[config.mk]
export PLATFORM = sky130hd
export DESIGN_NAME = cache_bus_arbiter
export DESIGN_NICKNAME = d
export VERILOG_FILES = /design/src/rtl/cache_bus_arbiter.sv
export SDC_FILE = /design/constraint.sdc
export NUM_CORES = 1
export LEC_CHECK = 0
export CAP_MARGIN = 20
export CORE_AREA = 2 2 121 123
export CTS_CLUSTER_SIZE = 16
export DETAILED_ROUTE_END_ITERATION = 8
export DIE_AREA = 0 0 123 125
export PLACE_DENSITY_LB_ADDON = 0.25
export SLEW_MARGIN = 15
export SYNTH_ARGS = -nofsm -noshare
export SYNTH_HDL_FRONTEND = slang
export SYNTH_SLANG_ARGS = --single-unit
[constraint.sdc]
create_clock -name clk -period 1.7 [get_ports clk]
set_input_delay 0.34 -clock clk [delete_from_list [all_inputs] [get_ports clk]]
set_output_delay 0.34 -clock clk [all_outputs]
set_load 0.05 [all_outputs]
[src/rtl/cache_bus_arbiter.sv]
// Shares one sram-like memory port between the i_cache and d_cache masters.
// One transaction in flight; the grant is held from the forwarded request until data_ok.
module cache_bus_arbiter #(
    parameter int ARB_MODE = 0
) (
    input  logic        clk,
    input  logic        rst,
    input  logic        i_req,
    input  logic        i_wr,
    input  logic [1:0]  i_size,
    input  logic [31:0] i_addr,
    input  logic [31:0] i_wdata,
    output logic [31:0] i_rdata,
    output logic        i_addr_ok,
    output logic        i_data_ok,
    input  logic        d_req,
    input  logic        d_wr,
    input  logic [1:0]  d_size,
    input  logic [31:0] d_addr,
    input  logic [31:0] d_wdata,
    output logic [31:0] d_rdata,
    output logic        d_addr_ok,
    output logic        d_data_ok,
    output logic        m_req,
    output logic        m_wr,
    output logic [1:0]  m_size,
    output logic [31:0] m_addr,
    output logic [31:0] m_wdata,
    input  logic [31:0] m_rdata,
    input  logic        m_addr_ok,
    input  logic        m_data_ok
);

    typedef enum logic [2:0] {IDLE, HOLD_I, HOLD_D, WAIT_I, WAIT_D} state_t;

    typedef struct packed {
        logic        wr;
        logic [1:0]  size;
        logic [31:0] addr;
        logic [31:0] wdata;
    } mreq_t;

    state_t state, state_nx;
    logic   last;       // owner of the most recent accepted address, 1 = data master
    logic   win_d, win_i;
    logic   own_v, own_d;
    mreq_t  i_fld, d_fld, m_fld;

    assign i_fld = {i_wr, i_size, i_addr, i_wdata};
    assign d_fld = {d_wr, d_size, d_addr, d_wdata};

    // On a tie the data master wins in fixed mode, or in round-robin when inst won last.
    assign win_d = d_req & ((ARB_MODE == 0) | ~i_req | ~last);
    assign win_i = i_req & ~win_d;

    always_ff @(posedge clk) begin
        if (rst) begin
            state <= IDLE;
            last  <= 1'b1;
        end else begin
            state <= state_nx;
            if (m_req && m_addr_ok)
                last <= own_d;
        end
    end

    always_comb begin
        state_nx = state;
        case (state)
            IDLE: begin
                if (own_v) begin
                    if (m_addr_ok) state_nx = own_d ? WAIT_D : WAIT_I;
                    else           state_nx = own_d ? HOLD_D : HOLD_I;
                end
            end
            HOLD_I: if (m_addr_ok) state_nx = WAIT_I;
            HOLD_D: if (m_addr_ok) state_nx = WAIT_D;
            WAIT_I: if (m_data_ok) state_nx = IDLE;
            WAIT_D: if (m_data_ok) state_nx = IDLE;
            default: state_nx = IDLE;
        endcase
    end

    // Once in HOLD_x the grant stays with x even if the other master starts requesting.
    always_comb begin
        own_v = 1'b0;
        own_d = 1'b0;
        case (state)
            IDLE: begin
                own_v = win_d | win_i;
                own_d = win_d;
            end
            HOLD_I: own_v = 1'b1;
            HOLD_D: begin
                own_v = 1'b1;
                own_d = 1'b1;
            end
            default: ;
        endcase
        if (rst)
            own_v = 1'b0;
    end

    always_comb begin
        m_fld     = '0;
        if (own_v)
            m_fld = own_d ? d_fld : i_fld;
        m_req     = own_v;
        m_wr      = m_fld.wr;
        m_size    = m_fld.size;
        m_addr    = m_fld.addr;
        m_wdata   = m_fld.wdata;
        i_addr_ok = m_addr_ok & own_v & ~own_d;
        d_addr_ok = m_addr_ok & own_v & own_d;
        i_data_ok = m_data_ok & (state == WAIT_I) & ~rst;
        d_data_ok = m_data_ok & (state == WAIT_D) & ~rst;
        i_rdata   = m_rdata;
        d_rdata   = m_rdata;
    end

endmodule
# Word level (Yosys, flattened, before mapping)
# Cells that the tools add are included.
dict set report word_totals {
  regBits 3
  latch_bits 0
  ram_bits 0
  rom_bits 0
  in_bits 172
  output_inout_bits 136
  mem_count 0
}
dict set report op_classes {
  addsub 0
  multipliers 0
  div_mod_pow 0
  n_lt_le_gt_ge 0
  n_eq_ne 8
  n_shift 0
  n_mux 13
  bitwise 12
  reduce_logical 4
}
# op n
set ops {}
lappend ops {{$mux 67} 2}
lappend ops {{$mux 3} 6}
lappend ops {{$pmux 3 s4} 1}
lappend ops {{$and 1x1->1} 8}
lappend ops {{$eq 3x2->1 const B} 2}
lappend ops {{$ne 2x2->1 const B} 3}
lappend ops {{$pmux 1 s2} 2}
lappend ops {{$reduce_and 4->1} 1}
lappend ops {{$reduce_or 2->1} 2}
lappend ops {{$eq 3x1->1 const B} 1}
lappend ops {{$eq 3x3->1 const B} 1}
lappend ops {{$logic_not 3->1} 1}
lappend ops {{$not 1->1} 3}
lappend ops {{$mux 2} 1}
lappend ops {{$ne 2x1->1 const B} 1}
lappend ops {{$mux 1} 1}
lappend ops {{$or 1x1->1} 1}

# Depth between registers and ports, before layout
dict set report logic_depth {
  ltp_word 7
  mapped_depth 7
}

# Worst setup path before layout
# Ideal clock, no wire load.
dict set report synth_timing {
  path_type {register to output}
  startpoint {reg state[2]}
  endpoint {out m_addr[14]}
  arrival_time_ns 1.915
  required_ns 1.360
  setup_slack_ns -0.555
  stages_incl_launch_ff 7
  n_path_buf 2
  path_cell_list {dfxtp_1 nor2_1 o21ai_1 buf_2 buf_2 nand2_1 a21oi_1}
}
dict set report synth_between {
  elab_chain_cells 5
}
# element line
set synth_rtl {}
lappend synth_rtl {{from (decl)} 43} ;# state_t state, state_nx;
lappend synth_rtl {{from (signal assigned)} 61} ;# state <= state_nx;
lappend synth_rtl {{$eq 3x2->1 or $eq 3x1->1 (tied branches)} 88} ;# case (state)
lappend synth_rtl {{$reduce_or 2->1 (no line)} --}
lappend synth_rtl {{$pmux 1 s2} 88}
lappend synth_rtl {{$mux 1} 100} ;# if (rst)
lappend synth_rtl {{$mux 67 *} 106} ;# if (own_v)
lappend synth_rtl {{to (decl)} 27} ;# output logic [31:0] m_addr,
# Mark *: on every way between the ends. The rest lies on a longest branch, timed or not.

# Worst setup path in the final report
dict set report layout_timing {
  startpoint {reg state[1]}
  endpoint {out i_addr_ok}
}
dict set report layout_between {
  elab_chain_cells 6
}
# element line
set layout_rtl {}
lappend layout_rtl {{$eq 3x2->1 or $eq 3x1->1 (tied branches)} 88}
lappend layout_rtl {{$reduce_or 2->1 (no line)} --}
lappend layout_rtl {{$pmux 1 s2} 88}
lappend layout_rtl {{$mux 1} 100}
lappend layout_rtl {{$and 1x1->1} 113} ;# i_addr_ok = m_addr_ok & own_v & ~own_d;
lappend layout_rtl {{$and 1x1->1 *} 113}
lappend layout_rtl {{to (decl)} 14} ;# output logic i_addr_ok,
# Marked as above.

==> results.sh <==
export IMPL_outcome="finished with violations"
export IMPL_violations="negative setup slack"
export IMPL_antenna_found_initial=0
export IMPL_endpoint="i_addr_ok"
export IMPL_syn_num_nets=499
export IMPL_cp_arrival_ns=1.73
export IMPL_ys_flop_type="dfxtp_1"
export IMPL_path_class="reg -> out"
export IMPL_dp_final_hpwl_mm=7.60
export IMPL_synth_area_top_cells="nand2_1 30%, buf_4 29%, a21oi_1 21%"
export IMPL_syn_area_per_cell_um2=5.24
export IMPL_drv_cap=0
export IMPL_fillCellCount=1351
export IMPL_grt_max_degree=20
export IMPL_drive_gt1_frac=0.552
export IMPL_seq_area_frac_synth=0.0352
export IMPL_ios=308
export IMPL_grt_first_pass_wirelength_mm=17.2
export IMPL_setup_ws_ns=-0.374
export IMPL_clk_path_buf_depth=2
export IMPL_synthArstFlopShare=0
export IMPL_worstRegToRegCells=10
export IMPL_syn_inst=326
export IMPL_timing_rr_start="state[1]"
export IMPL_synth_seq_cells=3
export IMPL_syn2layout_area_growth_pct=255
export IMPL_nets=696
export IMPL_max_slew_margin=0.827
export IMPL_power_density_nw_per_um2=1250
export IMPL_fin_cells=706
export IMPL_cts_root_buffer_cell="clkbuf_16"
export IMPL_fin_hold_ws_ns=0.596
export IMPL_start_kind="flop"
export IMPL_core_area_um2=14200
export IMPL_dieWidth_um=123
export IMPL_grt_pass1_vias=3146
export IMPL_antennaDiodeCount=0
export IMPL_dp_cells=667
export IMPL_cp_num_cells=8
export IMPL_min_path_type="in -> reg"
export IMPL_cpMaxStageDelayCell="dfxtp_4"
export IMPL_max_freq_mhz=482
export IMPL_setup_viol=75
export IMPL_ys_types=28
export IMPL_route_detailed_drc=0
export IMPL_synth_edf_count=0
export IMPL_vias=2900
export IMPL_max_stage_delay_ns=0.34
export IMPL_regMostFlops="state"
export IMPL_critPathCaptureType="output pin"
export IMPL_clock_sinks=3
export IMPL_layout_min_cycle_time_ns=2.07
export IMPL_synth_top_area_frac=0.297
export IMPL_synthMostInstantiatedCell="nand2_1"
export IMPL_gp_congestion=0.755
export IMPL_crit_path_cell_trace="buf_4, nor4_4, a21oi_4, buf_6, nand2_8, clkinvlp_4, and3_4, buf_12"
export IMPL_r2r_end="state[1]"
export IMPL_cts_tree="done"
export IMPL_postRouteAntennaNets=0
export IMPL_io_buffers=211
export IMPL_cts_clk_slew_worst_paths_ns=0.03
export IMPL_drt_iter0_markers=64
export IMPL_dr_pass1_iters=4
export IMPL_overflow=0
export IMPL_rrSetupSlack_ns=-0.10
export IMPL_path_buf_inv=4
export IMPL_cts_buffers_inserted=3
export IMPL_crit_path_start="state[1]"
export IMPL_fin_crit_sh=1.22
export IMPL_hold_violations=0
export IMPL_wl_mm=11.8
export IMPL_synthTopCellsByCount="135 x nand2_1, 71 x a21oi_1, 65 x buf_4"
export IMPL_dieArea_um2=15400
export IMPL_yosysTopAreaCell="nand2_1"
export IMPL_grtUsageTotal=0.145
export IMPL_post_drt_wl_per_cell_um=16.7
export IMPL_largestRegisters="state: 3 flops"
export IMPL_largest_reg_flops=3
export IMPL_synth_area_um2=1710
export IMPL_tightest_slew_ns=0.252
export IMPL_cts_htree_levels=1
export IMPL_leakagePower_nw=2.34
export IMPL_worstPathRequired_ns=1.36
export IMPL_clkLatencyLatePin_ns=0.22
export IMPL_core_rowCount=44
export IMPL_fin_worst_skew_ns=0.000765
export IMPL_critPathMaxFanout=6
export IMPL_slew_violations=0
export IMPL_viasPerCell=4.11
export IMPL_ys_warn_count=0
export IMPL_die_h_um=125
export IMPL_ir_drop_uv=567
export IMPL_start_util=0.120
export IMPL_rsz0062_at_grt="true"
export IMPL_crit_family="buffers and inverters"
-- routing by layer --
metal	GRT usage	routed length, µm	share of wire
met2	0.272	6220	0.53
met4	0.0488	337	0.029
met1	0.157	4250	0.36
met5	0	0	0
met3	0.0319	987	0.084
-- tightest hold or removal path: cells and delay by family --
kind | cells | cell delay [ns]
compound gates | 2 | 0.15
buf+inv | 3 | 0.28
-- cells in the final DEF, fill, tap and decap left out, types with 3 or more instances in the layout --
cell type | netlist | final
buf_4 | 65 | 20
buf_12 | 0 | 41
clkdlybuf4s50_1 | 0 | 135
clkbuf_16 | 0 | 5
nand2_8 | 0 | 3
nand2_1 | 135 | 82
buf_16 | 0 | 12
dlygate4sd2_1 | 0 | 3
inv_1 | 4 | 3
a21oi_2 | 0 | 9
buf_6 | 1 | 54
a21oi_4 | 0 | 62
nor2_1 | 6 | 3
nand2_2 | 0 | 34
buf_8 | 0 | 8
nand2_4 | 0 | 18
-- worst min path at each step --
| stage | from | endpoint | slack (ns) | depth (start not counted) |
|---|---|---|---|---|
| 3_3_place_gp | state[1] | state[1] | 0.62 | 2 |
| 5_1_grt | d_req | state[0] | 0.63 | 5 |
| 4_1_cts | rst | state[0] | 0.57 | 3 |
| 2_1_floorplan | rst | state[0] | 0.40 | 1 |
| 6_report | d_req | state[0] | 0.60 | 5 |
| 3_5_place_dp | state[1] | state[1] | 0.65 | 2 |
-- area by class of cell --
cell class                      instances  area [µm²]  area share
Clock buffer                            4        78.8      0.0130
Inverter                                5        35.0     0.00579
Multi-Input combinational cell        233        2140       0.354
Sequential cell                         3        68.8      0.0114
Tap cell                              184         230      0.0380
Timing Repair Buffer                  277        3490       0.577
-- stage by stage --
| stage | total power (W) | util | setup slack [ns] | TNS, ns | cell area, µm² |
|---|---|---|---|---|---|
| after floorplan | 0.00377 | - | -0.0159 | -0.773 | 2520 |
| after global placement | 0.00528 | 0.336 | -0.642 | -43.63 | 4780 |
| after detailed placement | 0.00532 | 0.336 | -0.642 | -43.68 | 4780 |
| after CTS | 0.00750 | 0.416 | -0.409 | -23.86 | 5910 |
| after global routing | 0.00794 | 0.426 | -0.432 | -27.87 | 6050 |
| final | 0.00757 | 0.426 | -0.374 | -23.66 | 6050 |
-- cells by family after synthesis --
group | count (synthesis) | share of synthesized area
adders and majority gates | 1 | 0.00733
DFF | 3 | 0.0352
AOI/OAI and AO/OA | 78 | 0.243
muxes | 1 | 0.00587
and+or+nand+nor | 151 | 0.353
buffers and inverters | 92 | 0.356
-- what timing repair did --
item                                    CTS  global route
gates cloned                             13             3
pin swaps                                34            10
hold buffers                              0             0
endpoints found under the setup margin   75            75
buffers inserted                         20             1
gates resized for setup                 159            30
-- report_power, final --
part           internal (W)  switching (W)
registers         0.0000974      0.0000191
logic               0.00330        0.00378
clock network      0.000309      0.0000622
Note: power is estimated with default switching activity, not from simulation.
==> edit 1, RTL diff (same flow settings) <==
Set the parameter `ARB_MODE` to 1 (it was 0).
--- a/src/rtl/cache_bus_arbiter.sv
+++ b/src/rtl/cache_bus_arbiter.sv
@@ -3,3 +3,3 @@
 module cache_bus_arbiter #(
-    parameter int ARB_MODE = 0
+    parameter int ARB_MODE = 1
 ) (
Check against the original RTL: not equivalent (a bounded check fails within 4 cycles, from zero or initial values and one cycle with rst high).
==> edit 1 against the original RTL <==
- worst setup slack better by 28 ps
- the flow still finishes with violations (negative setup slack)
- critical path type unchanged
- sequential cell count up 1
- routed wire length down 14%
- power down 18%
- area after synthesis up 2.1%
- clock power down 3%
- synthesized cell count up 0.31%
- cell area down 3.0%
==> edit 1: results (changes against the original RTL) <==
drt-total-wl_um: 10200  # was 11800 um
synth.top_cells.by_area: "nand2_1 (30%), buf_4 (29%), a21oi_1 (20%)"  # was nand2_1 (30%), buf_4 (29%), a21oi_1 (21%)
gp_congestion: 0.801  # was 0.755
drt_iter0_drc: 60  # was 64
netlist_instances: 327  # was 326
vias: 2766  # was 2900
final.fill_count: 1389  # was 1351
critical_path_arrival_ps: 1710  # was 1730 ps
slew_headroom_pct: 73.6  # was 82.7%
r2r_setup_slack_ps: -40  # was -100 ps
worstPathMaxFanout: 5  # was 6
setup_viol: 71  # was 75
hpwl_um: 7850  # was 7600 um
fin_ws_ps: -346  # was -374 ps
top_regs: "state (3), last (1)"  # was state (3)
grt_pass1_wl_um: 15400  # was 17200 um
p_leak_nw: 2.17  # was 2.34 nW
violations: "negative setup slack"  # unchanged
min_path_type: "flop to flop"  # was primary input to flop
ys_types: 26  # was 28
max_stage_delay_ps: 510  # was 340 ps
grt_pass1_vias: 3068  # was 3146
cpMaxStageDelayCell: "or4_4"  # was dfxtp_4
skew_ps: 0.546  # was 0.765 ps
status: "finished, violations left"  # unchanged
==> edit 1: changes by cell type after synthesis, moves of 2 or more <==
cell	unedited run	this run
inv_1	4	1
nor4b_1	0	2
nand3_1	2	0
nand2_1	135	137
buf_2	9	13
and3_1	2	0
buf_4	65	68
clkbuf_1	10	5
buf_1	2	0
nor3_1	0	3
==> edit 1: kinds of logic after synthesis <==
kind of cell           after synthesis  synth area share [%]
AOI/OAI and AO/OA                   78                  23.4
buffers and inverters               89                  35.2
DFF                                  4                  4.59
and+or+nand+nor                    155                  36.2
muxes                                1                 0.646
==> edit 1: final cells by class <==
class                   instances  area, sq um  area share (%)
flip-flops and latches          4         83.8            1.43
multi-input cells             234         1940            33.1
clock buffers                   3         75.1            1.28
repair buffers                260         3520            60.0
inverters                       2         15.0           0.256
well taps                     184          230            3.92
==> edit 1: metrics by stage <==
step | power [mW] | hold WS [ps] | instance area (sq um)
after floorplan | 3.53 | 418 | 2650
after global placement | 5.30 | 519 | 5400
after detailed placement | 5.34 | 526 | 5400
after CTS | 5.87 | 490 | 5630
after global routing | 6.47 | 502 | 5870
final | 6.17 | 489 | 5870
==> edit 1: per-layer routing <==
| metal | GRT usage, % | routed length [um] |
|---|---|---|
| met1 | 12.4 | 3620 |
| met2 | 24.4 | 5530 |
| met3 | 3.65 | 911 |
| met4 | 1.94 | 99 |
| met5 | 0 | 0 |
==> edit 1: critical path, delay by kind of cell (launching register included) <==
family / cells / cell delay, ps
DFF: 1 / 300
buffers and inverters: 4 / 520
AOI/OAI and AO/OA: 1 / 50
and+or+nand+nor: 2 / 630
==> edit 1: path summary, 6_finish.rpt <==
check,start,end,cells after the start
worst min-delay path,last,last,1
worst max register to register,state[1],last,8
worst min register to register,last,last,1
worst max-delay path,state[1],m_wdata[1],7
==> edit 1: timing repair <==
action                     CTS  global route
gates resized for setup     29            32
gates cloned                 3             5
buffers inserted             3             2
pin swaps                    3            23
setup endpoints to repair   75            75
==> edit 1: power by group through the flow <==
| stage | combinational [mW] | clock (mW) | sequential, mW |
|---|---|---|---|
| finish | 5.67 | 0.362 | 0.139 |
| global route | 5.96 | 0.373 | 0.143 |
| CTS | 5.37 | 0.366 | 0.134 |
| detailed placement | 5.20 | 0 | 0.133 |
| global placement | 5.16 | 0 | 0.133 |
| floorplan | 3.40 | 0 | 0.128 |
==> edit 2, RTL diff (same flow settings) <==
Made on the original files. Register the input `d_addr` before use, cleared by the reset. The logic sees it one clock later. The other inputs are not delayed to match.
--- a/src/rtl/cache_bus_arbiter.sv
+++ b/src/rtl/cache_bus_arbiter.sv
@@ -42,2 +42,12 @@
 
+    logic [31:0] d_addr_q;
+
+    always_ff @(posedge clk) begin
+        if (rst) begin
+            d_addr_q <= '0;
+        end else begin
+            d_addr_q <= d_addr;
+        end
+    end
+
     state_t state, state_nx;
@@ -49,3 +59,3 @@
     assign i_fld = {i_wr, i_size, i_addr, i_wdata};
-    assign d_fld = {d_wr, d_size, d_addr, d_wdata};
+    assign d_fld = {d_wr, d_size, d_addr_q, d_wdata};
 
Behaviour: not the same (Yosys sat finds a counterexample within 4 cycles, from zero or initial values and one cycle with rst high).
==> edit 2 against the original RTL <==
- the run still ends with negative setup slack left
- critical path depth decreased by 3
- global-route usage increased by 0.30 points
- area after synthesis increased by 62%
- cell area increased by 2.5%
- sequential power increased to 7.7 times the old value
- power decreased by 24%
- worst setup slack got worse by 74 ps
- synthesized cell count increased by 23%
- register-to-register slack improved by 260 ps
- routed wire length increased by 11%
- sequential cell count increased by 32
- die area unchanged
- first-iteration DRC count increased by 47%
- largest power group unchanged
- highest routed layer unchanged
==> edit 2: results (changes against the original RTL) <==
setup_tns_ps: -27700  # was -23660 ps
r2r_setup_slack_ps: 160  # was -100 ps
final.fill_count: 1405  # was 1351
p_leak_nw: 2.20  # was 2.34 nW
yosysWarnings: 0  # unchanged
layout.nets: 733  # was 696
min_path_type: "primary input to flop"  # unchanged
via_per_inst: 4.61  # was 4.11
max_stage_delay_ps: 370  # was 340 ps
skew_ps: 0.561  # was 0.765 ps
min_to: "state[2]"  # was state[0]
synth.top_cells.by_area: "dfxtp_1 (25%), buf_4 (18%), nand3_1 (12%)"  # was nand2_1 (30%), buf_4 (29%), a21oi_1 (21%)
violations: "negative setup slack"  # unchanged
io_buffer_count: 211  # unchanged
h-tree-depth: 2  # was 1
clk_pin_slew_worst_paths_ps: 60  # was 30 ps
drt_pass1_iterations: 4  # unchanged
fin_ws_ps: -448  # was -374 ps
grt_pass1_vias: 3556  # was 3146
drive_above_1_share_pct: 39.2  # was 55.2%
gp_congestion: 0.771  # was 0.755
power_switching_mw: 2.66  # was 3.87 mW
ys_types: 27  # was 28
drv_slew: 0  # unchanged
cpMaxStageDelayCell: "or2_2"  # was dfxtp_4
synth_fp_nets: 575  # was 499
status: "finished, violations left"  # unchanged
worstPathMaxFanout: 23  # was 6
numCtsBuffers: 5  # was 3
grt_max_degree: 41  # was 20
clock_latency_ps: 280  # was 220 ps
hold-path-cell-count: 3  # was 5
reg2reg_to: "state[1]"  # unchanged
async_flop_share_pct: 0  # unchanged
slew_headroom_pct: 70.8  # was 82.7%
grt_pass1_wl_um: 18300  # was 17200 um
hpwl_um: 8620  # was 7600 um
pre_cts_slack_ps: -631  # was -642 ps
peakVddDrop_mv: 0.492  # was 0.567 mV
drt_iter0_drc: 94  # was 64
grt_usage_pct: 14.8  # was 14.5%
placed_cell_area_sq_mm: 0.00516  # was 0.00478 sq mm
antenna_found_initial: 2  # was 0
crit_family: "buffers and inverters"  # unchanged
critical_path_arrival_ps: 1810  # was 1730 ps
ys_seq_area_share_pct: 25.3  # was 3.52%
top_regs: "d_addr_q (32), state (3)"  # was state (3)
synthTopCellsByCount: "nand3_1 (68), o21ai_0 (68), a21oi_1 (67), buf_4 (66), dfxtp_1 (35)"  # was nand2_1 (135), a21oi_1 (71), buf_4 (65), clkbuf_1 (10), buf_2 (9)
holdWs_ps: 564  # was 596 ps
hold_start: "m_data_ok"  # was d_req
rr_worst_depth: 5  # was 10
root_buffer: "clkbuf_16"  # unchanged
wl_per_cell_um: 17.6  # was 16.7 um
r2r_start: "state[0]"  # was state[1]
setup_viol: 71  # was 75
clockBufferDepth: 2  # unchanged
==> edit 2: how the worst max path moves through the flow <==
stage	start	end	slack (ps)	depth (start not counted)
finish	state[0]	m_wdata[14]	-450	5
global route	state[0]	m_wdata[14]	-510	5
CTS	state[1]	m_addr[25]	-480	7
detailed placement	d_req	m_addr[25]	-630	7
global placement	d_req	m_wdata[25]	-630	7
floorplan	state[1]	d_addr_ok	-380	6
==> edit 2: cells by family (layout without fill, tap and decap cells) <==
family / count (synthesis) / in the layout / share of synthesized area (%)
AO/OA/AOI/OAI: 139 / 139 / 26.2
adder cells (fa/ha/maj): 1 / 1 / 0.452
buffers and inverters: 107 / 266 / 24.2
flip-flops: 35 / 35 / 25.3
multiplexers: 2 / 2 / 0.769
other: 0 / 2 / 0
AND/OR/NAND/NOR: 118 / 118 / 23.0
==> edit 2: through the flow <==
stage	util, %	cells	power (mW)
final	43.7	747	5.75
after global routing	43.7	747	6.03
after detailed placement	36.4	718	4.13
after floorplan	-	402	3.40
after global placement	36.4	718	4.09
after CTS	40.7	734	5.42
==> edit 2: repair_timing <==
item                       in CTS  in global routing
cloned                          2                  6
pin swaps                       5                  6
resized for setup              99                 63
setup buffers                   6                  6
setup endpoints to repair      72                 71
==> edit 2: area by class of cell <==
type	instances	share of cell area [%]
antenna	2	0.0807
clock buffer	6	2.08
clock inverter	2	0.202
inverter	1	0.0605
multi-input combinational	260	34.7
sequential	35	11.4
tap	184	3.71
timing repair buffer	257	47.8
==> edit 2: power groups by stage <==
stage | Combinational (mW) | Clock [mW] | Sequential (mW)
5_1_grt | 4.16 | 0.963 | 0.900
2_1_floorplan | 2.49 | 0 | 0.907
6_report | 3.97 | 0.890 | 0.894
3_5_place_dp | 3.22 | 0 | 0.908
3_3_place_gp | 3.19 | 0 | 0.907
4_1_cts | 3.61 | 0.918 | 0.895
==> edit 2: worst reg2reg max path, cell delays in order, from the launching register on <==
cell and delay [ps]:
dfxtp_2 330, or2_2 370, nor2_2 210, ha_1 270, a32oi_1 180, nor3_1 60
==> edit 2: per-layer routing <==
metal / track usage, % / wire length [um] / vias to the layer above
li1: - / - / 1661
met1: 16.8 / 5120 / 1578
met2: 25.3 / 6540 / 148
met3: 4.74 / 992 / 54
met4: 5.95 / 501 / 0
met5: 0 / 0 / -
